[config.mk]
export PLATFORM = sky130hd
export DESIGN_NAME = alu_cmd_sequencer
export DESIGN_NICKNAME = d
export VERILOG_FILES = /design/src/rtl/alu_pkg.sv /design/src/rtl/alu_cmd_fifo.sv /design/src/rtl/alu_cmd_sequencer.sv
export SDC_FILE = /design/constraint.sdc
export NUM_CORES = 1
export LEC_CHECK = 0
export ABC_AREA = 1
export BUFFER_PORTS_ARGS = -buffer_cell sky130_fd_sc_hd__buf_2
export CAP_MARGIN = 20
export CORE_ASPECT_RATIO = 1.25
export CORE_UTILIZATION = 55
export CTS_CLUSTER_DIAMETER = 120
export CTS_CLUSTER_SIZE = 10
export DETAILED_ROUTE_END_ITERATION = 16
export HOLD_SLACK_MARGIN = 0.15
export PLACE_DENSITY_LB_ADDON = 0.25
export REMOVE_ABC_BUFFERS = 1
export SYNTH_ARGS = -nofsm -noshare
export SYNTH_HDL_FRONTEND = slang
export SYNTH_SLANG_ARGS = --single-unit
[constraint.sdc]
create_clock -name clk -period 2.6 [get_ports clk]
set_clock_uncertainty 0.15 [all_clocks]
set_input_delay 0.26 -clock clk [delete_from_list [all_inputs] [get_ports clk]]
set_output_delay 0.26 -clock clk [all_outputs]
set_load 0.005 [all_outputs]
[src/rtl/alu_pkg.sv]
// alu_pkg: opcodes, data width, command record and sequencer state shared by the ALU command front-end.
package alu_pkg;
   localparam int ALU_W = 4;
   localparam logic [3:0] OP_NOT_A  = 4'b0000;
   localparam logic [3:0] OP_NOT_B  = 4'b0001;
   localparam logic [3:0] OP_AND    = 4'b0010;
   localparam logic [3:0] OP_NAND   = 4'b0011;
   localparam logic [3:0] OP_OR     = 4'b0100;
   localparam logic [3:0] OP_NOR    = 4'b0101;
   localparam logic [3:0] OP_XOR    = 4'b0110;
   localparam logic [3:0] OP_XNOR   = 4'b0111;
   localparam logic [3:0] OP_DEC_A  = 4'b1000;
   localparam logic [3:0] OP_INC_B  = 4'b1001;
   localparam logic [3:0] OP_DEC_B  = 4'b1010;
   localparam logic [3:0] OP_ADD    = 4'b1011;
   localparam logic [3:0] OP_SUB_BA = 4'b1100;
   typedef enum logic [1:0] {IDLE = 2'd0, SETTLE = 2'd1, HOLD = 2'd2} state_t;
   typedef struct packed {
      logic [3:0]       sel;
      logic [ALU_W-1:0] a;
      logic [ALU_W-1:0] b;
   } cmd_t;
endpackage

[src/rtl/alu_cmd_fifo.sv]
// alu_cmd_fifo: DEPTH-entry command FIFO with occupancy; full is judged before any same-cycle pop.
module alu_cmd_fifo
   import alu_pkg::*;
#(
   parameter int DEPTH = 4
) (
   input  logic                   clk,
   input  logic                   rst,
   input  logic                   push,
   input  logic                   pop,
   input  cmd_t                   din,
   output cmd_t                   dout,
   output logic [$clog2(DEPTH):0] cnt,
   output logic                   full,
   output logic                   empty
);
   localparam int AW = $clog2(DEPTH);
   cmd_t           mem [DEPTH];
   logic [AW-1:0]  wp, rp;
   logic           do_push, do_pop;
   assign full    = cnt == (AW+1)'(DEPTH);
   assign empty   = cnt == '0;
   assign do_push = push && !full;
   assign do_pop  = pop && !empty;
   assign dout    = mem[rp];
   always_ff @(posedge clk or posedge rst)
      if (rst) begin
         wp  <= '0;
         rp  <= '0;
         cnt <= '0;
      end else begin
         wp  <= wp + AW'(do_push);
         rp  <= rp + AW'(do_pop);
         cnt <= cnt + (AW+1)'(do_push) - (AW+1)'(do_pop);
      end
   always_ff @(posedge clk)
      if (do_push) mem[wp] <= din;
endmodule

[src/rtl/alu_cmd_sequencer.sv]
// alu_cmd_sequencer: queues ALU commands, issues them one at a time and returns each settled result.
// Define ALU_FLAGS_EN to add registered zero/parity flags alongside out_res.
module alu_cmd_sequencer
   import alu_pkg::*;
#(
   parameter int DEPTH      = 4,
   parameter int SETTLE_CYC = 1
) (
   input  logic                   clk,
   input  logic                   rst,
   input  logic                   in_valid,
   output logic                   in_ready,
   input  logic [3:0]             in_sel,
   input  logic [ALU_W-1:0]       in_a,
   input  logic [ALU_W-1:0]       in_b,
   output logic [ALU_W-1:0]       alu_a,
   output logic [ALU_W-1:0]       alu_b,
   output logic [3:0]             alu_sel,
   input  logic [ALU_W-1:0]       alu_res,
   output logic                   out_valid,
   input  logic                   out_ready,
   output logic [ALU_W-1:0]       out_res,
`ifdef ALU_FLAGS_EN
   output logic                   out_zero,
   output logic                   out_parity,
`endif
   output logic [$clog2(DEPTH):0] fifo_cnt
);
   localparam int CW = $clog2(SETTLE_CYC + 1);
   state_t        state;
   logic [CW-1:0] cnt;
   cmd_t          in_cmd, head;
   logic          full, empty, pop;
   assign in_cmd   = '{sel: in_sel, a: in_a, b: in_b};
   assign in_ready = !full;
   assign pop      = state == IDLE && !empty;
   alu_cmd_fifo #(.DEPTH(DEPTH)) u_fifo (
      .clk   (clk),
      .rst   (rst),
      .push  (in_valid),
      .pop   (pop),
      .din   (in_cmd),
      .dout  (head),
      .cnt   (fifo_cnt),
      .full  (full),
      .empty (empty)
   );
   // alu_* only load on a pop, so the ALU sees stable operands through SETTLE and HOLD
   always_ff @(posedge clk or posedge rst)
      if (rst) begin
         state     <= IDLE;
         cnt       <= '0;
         alu_a     <= '0;
         alu_b     <= '0;
         alu_sel   <= '0;
         out_valid <= 1'b0;
         out_res   <= '0;
`ifdef ALU_FLAGS_EN
         out_zero   <= 1'b0;
         out_parity <= 1'b0;
`endif
      end else begin
         case (state)
            IDLE:
               if (pop) begin
                  alu_a   <= head.a;
                  alu_b   <= head.b;
                  alu_sel <= head.sel;
                  cnt     <= '0;
                  state   <= SETTLE;
               end
            SETTLE: begin
               cnt <= cnt + CW'(1);
               if (cnt == CW'(SETTLE_CYC - 1)) begin
                  out_res   <= alu_res;
                  out_valid <= 1'b1;
`ifdef ALU_FLAGS_EN
                  out_zero   <= alu_res == '0;
                  out_parity <= ^alu_res;
`endif
                  state     <= HOLD;
               end
            end
            HOLD:
               if (out_ready) begin
                  out_valid <= 1'b0;
                  state     <= IDLE;
               end
            default: state <= IDLE;
         endcase
      end
endmodule

==> metrics.md <==
| Metric | Value |
|---|---|
| Outcome | completed |
| Flop pwr share | 44.2% |
| Yosys top cell area share | 45.4% |
| Detailed Routing Iterations Pass 1 | 4 |
| Hold slack final | 0.195 ns |
| Setup violators final | 0 |
| Count of final hold-check violations | 0 |
| VDD IR max | 0.000532 V |
| P_int | 2.66 mW |
| Post-synth cell types | 24 |
| Global-route wire length before repair | 9.57 mm |
| Sequential-to-total area share from yosys stat | 66.7% |
| WP data required | 2.67 ns |
| H-tree level count | 3 |
| Hold Crit Class | in -> reg |
| # Max-Cap Violations | 0 |
| Syn Area/Cell | 10.2 um^2 |
| Flip-flop and latch area | 0.00212 mm^2 |
| Initial antenna violation count | 0 |
| Die Y | 87.0 um |
| Worst slew pin tran | 0.500 ns |
| Setup TNS | 0 ns |
| Cell mode on critical path | nand2_1 |
| Layout area overhead | 19.9% |
| Reg clk slew, reported paths | 0.08 ns |
| Leakage | 1.90 nW |
| CP Cell Sequence | nor2_1 > nand2_1 > nand2_4 > or2_4 > nand2_1 > ha_1 > fa_1 > xor2_1 |
| CP max FO | 17 |
| Clock latency at the later pin of the worst-skew pair | 0.34 ns |
| CTS sink count | 75 |
| Clock buffer depth | 2 |
| DR vias/cell | 4.67 |
| Share of cells above drive strength 1 | 17.7% |
| Routed Antenna Nets | 0 |
| Synthesized area | 0.00318 mm^2 |
| Nets@finish | 402 |
| Clock share of power | 20.0% |
| Total Routing Usage GR | 21.5% |
| Yosys Warn Count | 0 |
| CTS tree | built |
| Total Power | 4.20 mW |
| Core ar. | 0.00548 mm^2 |
| Worst rel slew slack | 66.6% |
| Yosys reg bits | 75 |
| R2R setup slack | 0.47 ns |
| Routability congestion estimate from global placement | 0.754 |
| Final wirelength | 5.64 mm |
| Logic pwr share | 35.7% |
| Ant diodes | 0 |
| Die area | 0.00608 mm^2 |
| Ports | 41 |
| HPWL after DPL | 3.51 mm |
| Pre-CTS WS | 0.454 ns |
| Synth Instances | 312 |
| Total number of vias | 2,093 |
| Setup CP Type | reg -> reg |
| Slew Viols, Final | 0 |
| Number of global-route vias before repair | 2,006 |
| Data arrival, critical path | 2.20 ns |
| Die width | 70.0 um |
| Minimum clock period | 2.13 ns |
| Crit-path slowest cell | dfrtp_1 |
| RSZ-0062 raised after global routing | no |
| Total global routing overflow | 0 |
| Area occupied by multi-input gates | 759 um^2 |
| Sw frac | 36.7% |
| Filler cells | 432 |
| # port buffers | 40 |
| Initial Util | 57.9% |
| Clock root buffer | clkbuf_8 |
| Psw | 1.54 mW |
| Area leader, netlist | edfxtp_1 |
| PD cells | 1100 mW/mm^2 |
| DR iter-0 viols | 99 |
| Setup bufs post-CTS | 0 |
| Critical Path Source Type | flip-flop |
| Synth area leaders | edfxtp_1 (45%), dfrtp_1 (21%), nand2_1 (14%) |
| Row count | 30 |
| Final worst setup slack | 0.470 ns |
| Largest net degree at the start of global routing | 28 |
| Wire length per cell | 12.6 um |
| Achievable clock frequency | 469 MHz |
| Num CTS Buffers | 9 |
| CP Capture Type | flip-flop |
| Crit share post-route | 81.9% |
| DRC violations left | 0 |
| PostCTS Resize Cnt | 0 |
| Crit path largest cell delay | 0.42 ns |
## cells in the mapped netlist (all sizes together)
cell type and instances:
ha 2, nor3 5, dfrtp 27, nand4 1
o21ai 3, fa 1, inv 61, xnor2 1
clkbuf 1, xor2 3, edfxtp 48, or2 1
nand2 120, buf 8, nand3 26, nor2 4
## worst paths after layout
kind	endpoint	depth (start not counted)	from
worst max-delay path	u_fifo.cnt[2]	8	u_fifo.cnt[1]
min in group asynchronous	u_fifo.cnt[2]	4	rst
worst min-delay path	u_fifo.cnt[0]	4	in_valid
max in group asynchronous	alu_b[3]	4	rst
worst max register to register	u_fifo.cnt[2]	8	u_fifo.cnt[1]
worst min register to register	out_res[0]	2	out_res[0]
## flip-flops by register name (all words and copies together) (netlist names)
signal / flops
alu_sel: 4
u_fifo.cnt: 3
alu_a: 4
cnt: 1
u_fifo.mem: 48
u_fifo.wp: 2
state: 2
out_valid: 1
u_fifo.rp: 2
alu_b: 4
out_res: 4
## per-stage QoR
| stage | area (um^2) | instances | util (%) |
|---|---|---|---|
| global route | 3810 | 448 | 69.5 |
| detailed placement | 3440 | 414 | 62.8 |
| finish | 3810 | 448 | 69.5 |
| CTS | 3810 | 448 | 69.5 |
| global placement | 3440 | 414 | 62.8 |
| floorplan | 3110 | 303 | - |
## power groups by stage
| stage | logic, mW | clock network [mW] | registers (mW) |
|---|---|---|---|
| finish | 1.50 | 0.842 | 1.86 |
| global route | 1.74 | 0.910 | 1.90 |
| CTS | 1.53 | 0.866 | 1.86 |
| detailed placement | 1.50 | 0 | 1.89 |
| global placement | 1.45 | 0 | 1.88 |
| floorplan | 0.922 | 0 | 1.91 |
## logic make-up (layout without fill, tap and decap cells)
logic type | count (synthesis) | in the layout | synth area share [%]
AND/OR/NAND/NOR | 157 | 157 | 20.9
flip-flops | 75 | 75 | 66.7
buffers and inverters | 70 | 142 | 9.42
XOR/XNOR | 4 | 4 | 1.10
adder cells (fa/ha/maj) | 3 | 3 | 1.42
AO/OA/AOI/OAI | 3 | 3 | 0.473
## final cells by class
| class | count | area share [%] |
|---|---|---|
| clock buffer | 11 | 3.45 |
| timing repair buffer | 65 | 11.4 |
| tap | 64 | 2.10 |
| multi-input combinational | 167 | 20.0 |
| inverter | 61 | 6.08 |
| sequential | 75 | 55.6 |
| clock inverter | 5 | 1.41 |
## layout by cell type, fill, tap and decap left out, types with 2 or more instances in the layout
cell type / count
buf_2: 40
buf_4: 7
clkbuf_1: 2
clkbuf_8: 9
clkinv_2: 3
dfrtp_1: 27
dlygate4sd3_1: 18
edfxtp_1: 48
ha_1: 2
inv_1: 59
nand2_1: 118
nand3_1: 26
nor2_1: 3
nor3_1: 4
o21ai_0: 3
xor2_1: 3
## worst max-delay path: cells and delay by family (launching register included)
kind	cells	cell delay (ns)
simple gates	5	0.69
fa+ha+maj	2	0.58
flops	1	0.42
xor+xnor	1	0.17
## metal layers
layer / GRT usage, % / up-vias / share of wire [%]
li1: - / 1092 / -
met1: 25.8 / 951 / 44
met2: 35.5 / 37 / 50
met3: 3.59 / 13 / 2.3
met4: 15.3 / 0 / 3.6
met5: 0 / - / 0
## repair_timing
action | 4_1_cts | 5_1_grt
hold buffers | 18 | 0
setup endpoints to repair | 0 | 0
hold endpoints to repair | 81 | 0
No activity file was read; power rests on OpenSTA's default activity.
